### src/rtl/decode_ctrl_pipe_if.sv
// Handshake and control-bundle signals between IF/ID, the ID-stage decoder and EX.
// The decoder takes the slave view; the upstream/downstream environment takes the master view.
interface decode_ctrl_pipe_if #(
  parameter int ALU_W = 4
);
  logic             in_valid;
  logic             in_ready;
  logic [31:0]      instr;
  logic             flush;
  logic             out_valid;
  logic             out_ready;
  logic [ALU_W-1:0] alu_ctrl;
  logic             regwrite;
  logic             memtoreg;
  logic             alusrc;
  logic             memread;
  logic             memwrite;
  logic             branch;
  logic             branch_ne;
  logic             jump;
  logic             m_op;
  logic             sys;
  logic             illegal;
  logic [4:0]       rd;
  logic [4:0]       rs1;
  logic [4:0]       rs2;
  logic [2:0]       funct3;

  modport master (
    output in_valid, instr, flush, out_ready,
    input  in_ready, out_valid, alu_ctrl, regwrite, memtoreg, alusrc, memread,
           memwrite, branch, branch_ne, jump, m_op, sys, illegal, rd, rs1, rs2, funct3
  );

  modport slave (
    input  in_valid, instr, flush, out_ready,
    output in_ready, out_valid, alu_ctrl, regwrite, memtoreg, alusrc, memread,
           memwrite, branch, branch_ne, jump, m_op, sys, illegal, rd, rs1, rs2, funct3
  );
endinterface

### src/rtl/decode_ctrl_pipe.sv
// Registered RV32IM ID-stage control decoder with a one-entry valid/ready output
// register, multi-cycle MUL/DIV occupancy, flush and illegal-instruction flagging.
//
//   state | meaning
//   ------+-----------------------------------------------------------------
//   IDLE  | may accept; output register empty or holding a deliverable bundle
//   HOLD  | M op accepted, bundle registered but withheld while cnt_q runs out
module decode_ctrl_pipe #(
  parameter int ALU_W      = 4,
  parameter int M_EN       = 1,
  parameter int MUL_CYCLES = 0,
  parameter int DIV_CYCLES = 4
) (
  input logic               clk,
  input logic               rst_n,
  decode_ctrl_pipe_if.slave bus
);

  localparam int MAX_CYC = (MUL_CYCLES > DIV_CYCLES) ? MUL_CYCLES : DIV_CYCLES;
  localparam int CNT_W   = (MAX_CYC < 1) ? 1 : $clog2(MAX_CYC + 1);

  localparam logic [CNT_W-1:0] MUL_LD = CNT_W'((MUL_CYCLES > 0) ? MUL_CYCLES - 1 : 0);
  localparam logic [CNT_W-1:0] DIV_LD = CNT_W'((DIV_CYCLES > 0) ? DIV_CYCLES - 1 : 0);

  localparam logic [6:0] OP_R      = 7'b0110011;
  localparam logic [6:0] OP_I_ALU  = 7'b0010011;
  localparam logic [6:0] OP_LOAD   = 7'b0000011;
  localparam logic [6:0] OP_STORE  = 7'b0100011;
  localparam logic [6:0] OP_BRANCH = 7'b1100011;
  localparam logic [6:0] OP_JAL    = 7'b1101111;
  localparam logic [6:0] OP_JALR   = 7'b1100111;
  localparam logic [6:0] OP_LUI    = 7'b0110111;
  localparam logic [6:0] OP_AUIPC  = 7'b0010111;
  localparam logic [6:0] OP_SYSTEM = 7'b1110011;

  localparam logic [ALU_W-1:0] ALU_ADD  = ALU_W'(4'd0);
  localparam logic [ALU_W-1:0] ALU_SUB  = ALU_W'(4'd1);
  localparam logic [ALU_W-1:0] ALU_OR   = ALU_W'(4'd2);
  localparam logic [ALU_W-1:0] ALU_AND  = ALU_W'(4'd3);
  localparam logic [ALU_W-1:0] ALU_SLT  = ALU_W'(4'd4);
  localparam logic [ALU_W-1:0] ALU_SLL  = ALU_W'(4'd5);
  localparam logic [ALU_W-1:0] ALU_SRL  = ALU_W'(4'd6);
  localparam logic [ALU_W-1:0] ALU_BGE  = ALU_W'(4'd7);
  localparam logic [ALU_W-1:0] ALU_XOR  = ALU_W'(4'd8);
  localparam logic [ALU_W-1:0] ALU_SLTU = ALU_W'(4'd9);
  localparam logic [ALU_W-1:0] ALU_SRA  = ALU_W'(4'd10);
  localparam logic [ALU_W-1:0] ALU_ILL  = '1;

  typedef enum logic {
    IDLE = 1'b0,
    HOLD = 1'b1
  } state_t;

  typedef struct packed {
    logic [ALU_W-1:0] alu;
    logic             regwrite;
    logic             memtoreg;
    logic             alusrc;
    logic             memread;
    logic             memwrite;
    logic             branch;
    logic             branch_ne;
    logic             jump;
    logic             m_op;
    logic             sys;
    logic             illegal;
  } ctrl_t;

  state_t           state_q;
  logic [CNT_W-1:0] cnt_q;
  logic             out_valid_q;
  ctrl_t            ctrl_q;
  ctrl_t            ctrl_d;
  logic [17:0]      fld_q;
  logic [17:0]      fld_d;
  logic             ill;
  logic [ALU_W-1:0] alu_sel;
  logic             hold_d;
  logic [CNT_W-1:0] cnt_d;
  logic             in_ready;
  logic             accept;

  logic [6:0] opcode;
  logic [2:0] funct3;
  logic [6:0] funct7;

  assign opcode = bus.instr[6:0];
  assign funct3 = bus.instr[14:12];
  assign funct7 = bus.instr[31:25];
  assign fld_d  = {bus.instr[11:7], bus.instr[19:15], bus.instr[24:20], bus.instr[14:12]};

  // alt selects the SUB/SRA variant; it is only a legal encoding for funct3 0 and 5.
  function automatic logic [ALU_W-1:0] arith_alu(input logic [2:0] f3, input logic alt);
    logic [ALU_W-1:0] r;
    case (f3)
      3'd0:    r = alt ? ALU_SUB : ALU_ADD;
      3'd1:    r = alt ? ALU_ILL : ALU_SLL;
      3'd2:    r = alt ? ALU_ILL : ALU_SLT;
      3'd3:    r = alt ? ALU_ILL : ALU_SLTU;
      3'd4:    r = alt ? ALU_ILL : ALU_XOR;
      3'd5:    r = alt ? ALU_SRA : ALU_SRL;
      3'd6:    r = alt ? ALU_ILL : ALU_OR;
      default: r = alt ? ALU_ILL : ALU_AND;
    endcase
    return r;
  endfunction

  always_comb begin
    ctrl_d  = '0;
    ill     = 1'b0;
    alu_sel = ALU_ADD;
    case (opcode)
      OP_R: begin
        if (funct7 == 7'h01) begin
          if (M_EN != 0) begin
            ctrl_d.m_op     = 1'b1;
            ctrl_d.regwrite = 1'b1;
            ctrl_d.alu      = ALU_W'(funct3);
          end else begin
            ill = 1'b1;
          end
        end else if (funct7 == 7'h00 || funct7 == 7'h20) begin
          alu_sel = arith_alu(funct3, funct7[5]);
          if (alu_sel == ALU_ILL) begin
            ill = 1'b1;
          end else begin
            ctrl_d.regwrite = 1'b1;
            ctrl_d.alu      = alu_sel;
          end
        end else begin
          ill = 1'b1;
        end
      end
      OP_I_ALU: begin
        ctrl_d.regwrite = 1'b1;
        ctrl_d.alusrc   = 1'b1;
        ctrl_d.alu      = arith_alu(funct3, (funct3 == 3'd5) && bus.instr[30]);
      end
      OP_LOAD: begin
        ctrl_d.regwrite = 1'b1;
        ctrl_d.memtoreg = 1'b1;
        ctrl_d.alusrc   = 1'b1;
        ctrl_d.memread  = 1'b1;
      end
      OP_STORE: begin
        ctrl_d.alusrc   = 1'b1;
        ctrl_d.memwrite = 1'b1;
      end
      OP_BRANCH: begin
        case (funct3)
          3'd0:    begin ctrl_d.branch    = 1'b1; ctrl_d.alu = ALU_SUB;  end
          3'd1:    begin ctrl_d.branch_ne = 1'b1; ctrl_d.alu = ALU_SUB;  end
          3'd4:    begin ctrl_d.branch    = 1'b1; ctrl_d.alu = ALU_SLT;  end
          3'd5:    begin ctrl_d.branch    = 1'b1; ctrl_d.alu = ALU_BGE;  end
          3'd6:    begin ctrl_d.branch    = 1'b1; ctrl_d.alu = ALU_SLTU; end
          3'd7:    begin ctrl_d.branch    = 1'b1; ctrl_d.alu = ALU_BGE;  end
          default: ill = 1'b1;
        endcase
      end
      OP_JAL, OP_JALR: begin
        ctrl_d.regwrite = 1'b1;
        ctrl_d.jump     = 1'b1;
        ctrl_d.alusrc   = 1'b1;
      end
      OP_LUI, OP_AUIPC: begin
        ctrl_d.regwrite = 1'b1;
        ctrl_d.alusrc   = 1'b1;
      end
      OP_SYSTEM: ctrl_d.sys = 1'b1;
      default:   ill = 1'b1;
    endcase
    if (ill) begin
      ctrl_d         = '0;
      ctrl_d.illegal = 1'b1;
      ctrl_d.alu     = ALU_ILL;
    end
  end

  assign hold_d   = ctrl_d.m_op && (funct3[2] ? (DIV_CYCLES > 0) : (MUL_CYCLES > 0));
  assign cnt_d    = funct3[2] ? DIV_LD : MUL_LD;
  // Gated by rst_n so nothing is offered upstream while reset is asserted.
  assign in_ready = rst_n && (state_q == IDLE) && (!out_valid_q || bus.out_ready) && !bus.flush;
  assign accept   = bus.in_valid && in_ready;

  always_ff @(posedge clk or negedge rst_n) begin
    if (!rst_n) begin
      state_q     <= IDLE;
      cnt_q       <= '0;
      out_valid_q <= 1'b0;
      ctrl_q      <= '0;
      fld_q       <= '0;
    end else if (bus.flush) begin
      state_q     <= IDLE;
      cnt_q       <= '0;
      out_valid_q <= 1'b0;
    end else begin
      case (state_q)
        IDLE: begin
          if (accept) begin
            ctrl_q <= ctrl_d;
            fld_q  <= fld_d;
            if (hold_d) begin
              state_q     <= HOLD;
              cnt_q       <= cnt_d;
              out_valid_q <= 1'b0;
            end else begin
              out_valid_q <= 1'b1;
            end
          end else if (bus.out_ready) begin
            out_valid_q <= 1'b0;
          end
        end
        HOLD: begin
          if (cnt_q == '0) begin
            state_q     <= IDLE;
            out_valid_q <= 1'b1;
          end else begin
            cnt_q <= cnt_q - CNT_W'(1);
          end
        end
        default: state_q <= IDLE;
      endcase
    end
  end

  assign bus.in_ready  = in_ready;
  assign bus.out_valid = out_valid_q;
  assign bus.alu_ctrl  = ctrl_q.alu;
  assign bus.regwrite  = ctrl_q.regwrite;
  assign bus.memtoreg  = ctrl_q.memtoreg;
  assign bus.alusrc    = ctrl_q.alusrc;
  assign bus.memread   = ctrl_q.memread;
  assign bus.memwrite  = ctrl_q.memwrite;
  assign bus.branch    = ctrl_q.branch;
  assign bus.branch_ne = ctrl_q.branch_ne;
  assign bus.jump      = ctrl_q.jump;
  assign bus.m_op      = ctrl_q.m_op;
  assign bus.sys       = ctrl_q.sys;
  assign bus.illegal   = ctrl_q.illegal;
  assign bus.rd        = fld_q[17:13];
  assign bus.rs1       = fld_q[12:8];
  assign bus.rs2       = fld_q[7:3];
  assign bus.funct3    = fld_q[2:0];

endmodule
### src/flat_wrapper.sv
// flat-port wrapper written by rule: the top's interface ports become plain ports
module decode_ctrl_pipe_flat 
#(
  parameter int ALU_W      = 4,
  parameter int M_EN       = 1,
  parameter int MUL_CYCLES = 0,
  parameter int DIV_CYCLES = 4
)
  (clk, rst_n, bus_in_valid, bus_instr, bus_flush, bus_out_ready, bus_in_ready, bus_out_valid, bus_alu_ctrl, bus_regwrite, bus_memtoreg, bus_alusrc, bus_memread, bus_memwrite, bus_branch, bus_branch_ne, bus_jump, bus_m_op, bus_sys, bus_illegal, bus_rd, bus_rs1, bus_rs2, bus_funct3);
  decode_ctrl_pipe_if #(.ALU_W(ALU_W)) bus_i ();
  input logic clk;
  input logic rst_n;
  input wire logic [$bits(bus_i.in_valid)-1:0] bus_in_valid;
  input wire logic [$bits(bus_i.instr)-1:0] bus_instr;
  input wire logic [$bits(bus_i.flush)-1:0] bus_flush;
  input wire logic [$bits(bus_i.out_ready)-1:0] bus_out_ready;
  output wire logic [$bits(bus_i.in_ready)-1:0] bus_in_ready;
  output wire logic [$bits(bus_i.out_valid)-1:0] bus_out_valid;
  output wire logic [$bits(bus_i.alu_ctrl)-1:0] bus_alu_ctrl;
  output wire logic [$bits(bus_i.regwrite)-1:0] bus_regwrite;
  output wire logic [$bits(bus_i.memtoreg)-1:0] bus_memtoreg;
  output wire logic [$bits(bus_i.alusrc)-1:0] bus_alusrc;
  output wire logic [$bits(bus_i.memread)-1:0] bus_memread;
  output wire logic [$bits(bus_i.memwrite)-1:0] bus_memwrite;
  output wire logic [$bits(bus_i.branch)-1:0] bus_branch;
  output wire logic [$bits(bus_i.branch_ne)-1:0] bus_branch_ne;
  output wire logic [$bits(bus_i.jump)-1:0] bus_jump;
  output wire logic [$bits(bus_i.m_op)-1:0] bus_m_op;
  output wire logic [$bits(bus_i.sys)-1:0] bus_sys;
  output wire logic [$bits(bus_i.illegal)-1:0] bus_illegal;
  output wire logic [$bits(bus_i.rd)-1:0] bus_rd;
  output wire logic [$bits(bus_i.rs1)-1:0] bus_rs1;
  output wire logic [$bits(bus_i.rs2)-1:0] bus_rs2;
  output wire logic [$bits(bus_i.funct3)-1:0] bus_funct3;
  assign bus_i.in_valid = bus_in_valid;
  assign bus_i.instr = bus_instr;
  assign bus_i.flush = bus_flush;
  assign bus_i.out_ready = bus_out_ready;
  assign bus_in_ready = bus_i.in_ready;
  assign bus_out_valid = bus_i.out_valid;
  assign bus_alu_ctrl = bus_i.alu_ctrl;
  assign bus_regwrite = bus_i.regwrite;
  assign bus_memtoreg = bus_i.memtoreg;
  assign bus_alusrc = bus_i.alusrc;
  assign bus_memread = bus_i.memread;
  assign bus_memwrite = bus_i.memwrite;
  assign bus_branch = bus_i.branch;
  assign bus_branch_ne = bus_i.branch_ne;
  assign bus_jump = bus_i.jump;
  assign bus_m_op = bus_i.m_op;
  assign bus_sys = bus_i.sys;
  assign bus_illegal = bus_i.illegal;
  assign bus_rd = bus_i.rd;
  assign bus_rs1 = bus_i.rs1;
  assign bus_rs2 = bus_i.rs2;
  assign bus_funct3 = bus_i.funct3;
  decode_ctrl_pipe #(.ALU_W(ALU_W), .M_EN(M_EN), .MUL_CYCLES(MUL_CYCLES), .DIV_CYCLES(DIV_CYCLES)) u_core (.clk(clk), .rst_n(rst_n), .bus(bus_i));
endmodule
### config.mk
export PLATFORM = sky130hd
export DESIGN_NAME = decode_ctrl_pipe_flat
export DESIGN_NICKNAME = d
export VERILOG_FILES = /design/src/rtl/decode_ctrl_pipe_if.sv /design/src/rtl/decode_ctrl_pipe.sv /design/src/flat_wrapper.sv
export SDC_FILE = /design/constraint.sdc
export NUM_CORES = 1
export LEC_CHECK = 0
export CORE_ASPECT_RATIO = 0.8
export CORE_MARGIN = 1
export CORE_UTILIZATION = 40
export CTS_CLUSTER_DIAMETER = 150
export DETAILED_ROUTE_END_ITERATION = 10
export GPL_TIMING_DRIVEN = 0
export PLACE_DENSITY_LB_ADDON = 0.3
export REMOVE_ABC_BUFFERS = 1
export SLEW_MARGIN = 10
export SYNTH_ARGS = -nofsm -noshare
export SYNTH_HDL_FRONTEND = slang
export SYNTH_SLANG_ARGS = --single-unit
### constraint.sdc
create_clock -name clk -period 3.08 [get_ports clk]
set_clock_uncertainty 0.1 [all_clocks]
set_input_delay 0.308 -clock clk [delete_from_list [all_inputs] [get_ports clk]]
set_output_delay 0.308 -clock clk [all_outputs]
set_load 0.02 [all_outputs]
==> results of run 1 <==
cell usage after synthesis (2+ instances only):
| library cell | instances | area share [%] |
|---|---|---|
| nand4_1 | 3 | 0.95 |
| a31oi_1 | 2 | 0.63 |
| o22ai_1 | 5 | 1.6 |
| nand2b_1 | 4 | 1.3 |
| buf_4 | 2 | 0.76 |
| or3_1 | 2 | 0.63 |
| nand3_1 | 3 | 0.76 |
| clkbuf_1 | 11 | 2.1 |
| and4_1 | 2 | 0.88 |
| buf_2 | 2 | 0.51 |
| a311oi_1 | 2 | 0.88 |
| and2_1 | 2 | 0.63 |
| a22oi_1 | 2 | 0.76 |
| inv_1 | 8 | 1.5 |
| nand2_1 | 68 | 13 |
| o211ai_1 | 3 | 1.1 |
| xnor2_1 | 2 | 0.88 |
| a211o_1 | 2 | 0.88 |
| ha_1 | 2 | 1.3 |
| a21oi_1 | 10 | 2.5 |
| dfrtp_1 | 37 | 47 |
| nor2b_1 | 4 | 1.3 |
| nor3_1 | 2 | 0.51 |
| nor2_1 | 16 | 3.0 |
| o31ai_1 | 4 | 1.5 |
| o21ai_0 | 11 | 2.8 |
| o32ai_1 | 2 | 0.88 |
critical path, stage by stage:
cell and delay [ns]:
clkdlybuf4s50_1 0.54, nor2b_1 0.23, and4_1 0.79, o21ai_0 0.45, a2111o_1 0.39, o211ai_1 0.10
metrics by stage:
step	setup slack (ns)	util (%)	total power, mW	TNS, ns	std cells
CTS	0.0538	61.8	1.38	0	361
detailed placement	-0.437	58.3	0.934	-3.12	350
floorplan	0.294	-	0.728	0	217
global route	0.154	62.4	1.43	0	363
finish	0.378	62.4	1.37	0	363
global placement	-2.08	57.7	0.924	-48.65	348
worst max path at each step:
stage	slack, ns	to	start
6_report	0.38	u_core.bus.alu_ctrl[1]	bus_flush
5_1_grt	0.15	u_core.bus.alu_ctrl[1]	bus_flush
4_1_cts	0.05	u_core.cnt_q[2]	bus_flush
3_5_place_dp	-0.44	u_core.bus.alu_ctrl[1]	bus_instr[2]
3_3_place_gp	-2.08	u_core.cnt_q[2]	rst_n
2_1_floorplan	0.29	u_core.cnt_q[2]	u_core.bus.out_valid
metal layers:
metal	part of all wire (%)	vias up	track usage [%]
li1	-	943	-
met1	46	864	26.8
met2	44	85	30.3
met5	0	-	0
met3	8.5	8	3.94
met4	1.5	0	7.14
flip-flops by register name, summed over array words and instances (netlist names):
name / flops
u_core.bus.out_valid: 1
u_core.fld_q: 18
u_core.state_q: 1
u_core.bus.memread: 1
u_core.bus.illegal: 1
u_core.bus.alusrc: 1
u_core.bus.memwrite: 1
u_core.bus.jump: 1
u_core.bus.branch_ne: 1
u_core.bus.m_op: 1
u_core.bus.sys: 1
u_core.bus.alu_ctrl: 4
u_core.bus.branch: 1
u_core.cnt_q: 3
u_core.bus.regwrite: 1
power groups by stage:
stage / combinational, mW / sequential, mW / clock, mW
3_5_place_dp: 0.358 / 0.575 / 0
4_1_cts: 0.365 / 0.566 / 0.445
6_report: 0.366 / 0.565 / 0.436
2_1_floorplan: 0.0820 / 0.646 / 0
3_3_place_gp: 0.349 / 0.575 / 0
5_1_grt: 0.393 / 0.572 / 0.470
cell type report:
type,instances,area [sq um],area share (%)
Tap cell,60,75.1,2.57
Clock inverter,2,37.5,1.29
Inverter,8,30.0,1.03
Multi-Input combinational cell,172,975,33.4
Timing Repair Buffer,78,792,27.1
Clock buffer,6,82.6,2.83
Sequential cell,37,926,31.7
logic make-up (layout without fill, tap and decap cells):
logic type | Yosys count | count (layout) | share of synthesized area (%)
flops | 37 | 37 | 46.7
compound gates | 53 | 53 | 18.2
xor+xnor | 2 | 2 | 0.884
mux | 1 | 1 | 0.505
fa+ha+maj | 2 | 2 | 1.26
simple gates | 114 | 114 | 27.6
buf+inv | 23 | 94 | 4.86
what timing repair did:
item                                   4_1_cts  5_1_grt
gates resized for setup                      1        1
gates cloned                                 0        0
pin swaps                                    0        1
buffers inserted                             0        2
hold buffers                                 3        0
endpoints found under the hold margin       37        0
setup endpoints to repair                    6        5
==> reports/summary.txt, run 1 <==
setup slack, reg-to-reg = 0.64 ns
fin crit share = 87.7%
Die ar. = 5240 sq um
GRT overflow = 0
Setup CP Type = in2reg
starting density of the core = 42.4%
worst path required time = 3.18 ns
Netlist Area Pre-Place = 1980 sq um
Worst Reg2Reg Path Length in Cells = 5
port bufs = 71
sequential group share of total power = 41.4%
reg2reg end = u_core.bus.alu_ctrl[1]
combinational power share = 26.7%
top-level port count = 72
sw power = 0.382 mW
worst-case clock buffer depth = 2
filler instances = 411
commonest non-fill, non-tap cell in the layout = clkdlybuf4s50_1
Detail Placement HPWL = 3.47 mm
Clock Latency Late Sink = 0.29 ns
Sw Ratio = 27.9%
Die H = 65.0 um
vias = 1900
die width = 80.7 um
DR iter-0 viols = 129
Fin. Hold Viols = 0
Power Dens Cells = 469 nW/um^2
CTS Buf Count = 5
Avg Inst Size Synth = 8.54 sq um
CTS clock-pin slew for the worst setup and hold paths = 0.07 ns
# setup viols final = 0
GRT Util Overall = 19.5%
number of global-route vias before repair = 1690
Max-cap violations = 0
area delta synth->final = 47.2%
Pre-Repair DR Iteration Count = 5
first-pass GRT wire length = 7.90 mm
Worst-Margin Slew = 0.859 ns
Critical Path Sink Type = register
Clk pwr share = 31.9%
DRC violations left = 0
drt total wl = 4.82 mm
CTS tree = built
CTS sink count = 37
Peak Freq = 370 MHz
row count = 22
RSZ-0062 raised after global routing = false
Post-synth EDFFs = 0
post-route design area = 2920 sq um
most frequent cells in the layout = clkdlybuf4s50_1 (70), nand2_1 (68), dfrtp_1 (37), nor2_1 (16), o21ai_0 (11)
Final min period = 2.70 ns
core area = 4680 sq um
DRT antenna net count = 0
crit path DAT = 2.81 ns
Mapped Cells = 232
H-tree level count = 2
share of cells above drive strength 1 = 6.27%
Worst R2R Start = u_core.state_q
vias per cell = 5.23
highest fanout seen on the critical path = 25
initial antenna violation count = 0
outcome = complete, no violations
largest net degree at the start of global routing = 37
fin nets = 341
yosys warns = 0
Synth Flop Type = dfrtp_1
Pint = 0.985 mW
Worst setup SP type = primary input
Hold Worst Slack = 0.251 ns
ys async rst share = 100%
post-synth cell types = 46
Hold Path Class = in2async
root buffer cell = clkbuf_8
sequential area share after synthesis = 46.7%
Max transition margin = 42.8%
worst vdd ir = 0.230 mV
Area after DPL = 2730 sq um
fin. max-slew vios = 0
final RePlAce weighted congestion = 0.899
Leak Pwr = 1.23 nW
number of synthesized register bits = 37
WL per Instance = 13.3 um
Diodes inserted = 0
No activity file was read; power rests on OpenSTA's default activity.
==> run 2, diff against run 1 <==
--- a/config.mk
+++ b/config.mk
@@ -6,7 +6,6 @@
 export NUM_CORES = 1
 export LEC_CHECK = 0
 export CORE_ASPECT_RATIO = 0.8
-export CORE_MARGIN = 1
 export CORE_UTILIZATION = 40
 export CTS_CLUSTER_DIAMETER = 150
 export DETAILED_ROUTE_END_ITERATION = 10
==> constraint.sdc (replaced) <==
create_clock -name clk -period 2.9 [get_ports clk]
set_clock_uncertainty 0.1 [all_clocks]
set_input_delay 0.29 -clock clk [delete_from_list [all_inputs] [get_ports clk]]
set_output_delay 0.29 -clock clk [all_outputs]
set_load 0.02 [all_outputs]
==> reports/summary.txt, run 2 (synthesized netlist as in run 1, its figures left out) <==
fin crit share = 92.0%
starting density of the core = 42.4% (unchanged)
number of global-route vias before repair = 1692 (+0.12%)
GRT Util Overall = 19.5% (unchanged)
vias = 1891 (-0.47%)
DR iter-0 viols = 133 (+3.1%)
vias per cell = 5.22 (-0.20%)
core area = 4680 sq um (unchanged)
Clk pwr share = 32.0% (about the same)
Critical Path Sink Type = register
highest fanout seen on the critical path = 8 (-68%)
Sw Ratio = 28.0% (+0.041 points)
sw power = 0.406 mW (+6.4%)
Hold Worst Slack = 0.233 ns (-0.0178 ns)
Worst R2R Start = u_core.state_q
port bufs = 71 (unchanged)
Worst setup SP type = primary input
area delta synth->final = 46.9%
largest net degree at the start of global routing = 37 (unchanged)
fin nets = 340 (-0.29%)
CTS clock-pin slew for the worst setup and hold paths = 0.07 ns (about the same)
Die ar. = 5240 sq um (unchanged)
register name with the most flops = u_core.fld_q
Worst Reg2Reg Path Length in Cells = 5 (unchanged)
Worst path slowest cell = a311oi_1
post-route design area = 2910 sq um (-0.21%)
crit path DAT = 2.71 ns (-0.10 ns)
Area after DPL = 2730 sq um (unchanged)
Pint = 1.05 mW (+6.2%)
Fin. Hold Viols = 0 (unchanged)
cell breakdown of the critical path = clkdlybuf4s50_1 > nor4bb_4 > and4_1 > nand2_1 > a311oi_1 > o211ai_1
CTS tree = built
fin. max-slew vios = 0 (unchanged)
GRT overflow = 0 (unchanged)
DRC violations left = 0 (unchanged)
Final min period = 2.67 ns
combinational power share = 26.7% (about the same)
Hold Path Class = in2async
die width = 80.7 um (unchanged)
CP max stage delay = 0.68 ns (-0.11 ns)
Layout Utilization = 62.2% (-0.13 points)
sequential group share of total power = 41.4% (about the same)
top-level port count = 72 (unchanged)
Power Dens Cells = 499 nW/um^2 (+6.4%)
Diodes inserted = 0 (unchanged)
root buffer cell = clkbuf_8
row count = 22 (unchanged)
Max transition margin = 49.4% (+6.7 points)
reg2reg end = u_core.bus.alu_ctrl[1]
worst path required time = 2.94 ns (-0.24 ns)
# setup viols final = 0 (unchanged)
share of cells above drive strength 1 = 6.29% (+0.021 points)
Setup CP Type = in2reg
Die H = 65.0 um (unchanged)
Non-Filler Instances = 362 (-0.28%)
worst-case clock buffer depth = 2 (unchanged)
first-pass GRT wire length = 7.90 mm (unchanged)
drt total wl = 4.82 mm (-0.15%)
placed cells = 350 (unchanged)
Clock Latency Late Sink = 0.29 ns (about the same)
initial antenna violation count = 0 (unchanged)
setup slack, reg-to-reg = 0.81 ns (+0.17 ns)
Peak Freq = 375 MHz
most frequent cells in the layout = clkdlybuf4s50_1 (70), nand2_1 (68), dfrtp_1 (37), nor2_1 (16), o21ai_0 (11)
Worst-Margin Slew = 0.753 ns (-0.105 ns)
CTS sink count = 37 (unchanged)
outcome = complete, no violations
CTS Buf Count = 5 (unchanged)
final RePlAce weighted congestion = 0.899 (unchanged)
H-tree level count = 2 (unchanged)
commonest non-fill, non-tap cell in the layout = clkdlybuf4s50_1
DRT antenna net count = 0 (unchanged)
Max-cap violations = 0 (unchanged)
max reg flops = 18 (unchanged)
Pre-Repair DR Iteration Count = 4 (-1)
WL per Instance = 13.3 um (+0.13%)
worst vdd ir = 0.243 mV (+5.9%)
Leak Pwr = 1.23 nW (-0.34%)
Detail Placement HPWL = 3.47 mm (unchanged)
-- run 2: how the worst max path moves through the flow --
stage	slack (ns)	startpoint	depth (start not counted)	to
final	0.23	bus_instr[2]	6	u_core.bus.alu_ctrl[1]
after global routing	-0.0003	bus_instr[2]	6	u_core.bus.alu_ctrl[1]
after CTS	0.03	bus_instr[2]	6	u_core.bus.alu_ctrl[1]
after detailed placement	-0.60	bus_instr[2]	6	u_core.bus.alu_ctrl[1]
after global placement	-2.24	rst_n	6	u_core.cnt_q[2]
after floorplan	0.11	u_core.bus.out_valid	5	u_core.cnt_q[2]
-- run 2: area by class of cell --
cell class	count	area [sq um]
Fill cell	415	1770
Multi-Input combinational cell	172	976
Sequential cell	37	926
Timing Repair Buffer	77	785
Clock buffer	6	82.6
Tap cell	60	75.1
Clock inverter	2	37.5
Inverter	8	30.0
-- run 2: per-layer routing --
| layer | vias to the layer above | wire [um] | share of wire, % | global-route usage [%] |
|---|---|---|---|---|
| li1 | 941 | - | - | - |
| met4 | 0 | 65 | 1.3 | 7.14 |
| met3 | 7 | 382 | 7.9 | 3.94 |
| met5 | - | 0 | 0 | 0 |
| met2 | 79 | 2170 | 45 | 30.5 |
| met1 | 864 | 2200 | 46 | 26.6 |
-- run 2: per-stage QoR --
stage                TNS [ns]  power, mW  worst slack (ns)
detailed placement      -4.74      0.992            -0.599
finish                      0       1.45             0.233
floorplan                   0      0.773             0.114
global placement       -54.79      0.982             -2.24
global route        -0.000334       1.52         -0.000334
CTS                         0       1.46            0.0334
-- run 2: power groups by stage --
stage | sequential [mW] | combinational, mW | clock (mW)
final | 0.601 | 0.388 | 0.464
after global routing | 0.607 | 0.416 | 0.499
after CTS | 0.601 | 0.389 | 0.473
after detailed placement | 0.611 | 0.381 | 0
after global placement | 0.611 | 0.371 | 0
after floorplan | 0.686 | 0.0871 | 0
-- run 2: what timing repair did --
item / 4_1_cts / 5_1_grt
hold buffers: 3 / 0
hold endpoints to repair: 37 / 0
buffers inserted: 1 / 0
resized for setup: 1 / 2
pin swaps: 1 / 0
setup endpoints to repair: 8 / 6
cloned: 0 / 0
-- run 2: critical path, delay by kind of cell --
kind                   cells  cell delay [ns]
AOI/OAI and AO/OA          2             0.87
buffers and inverters      1             0.56
and+or+nand+nor            3             0.98
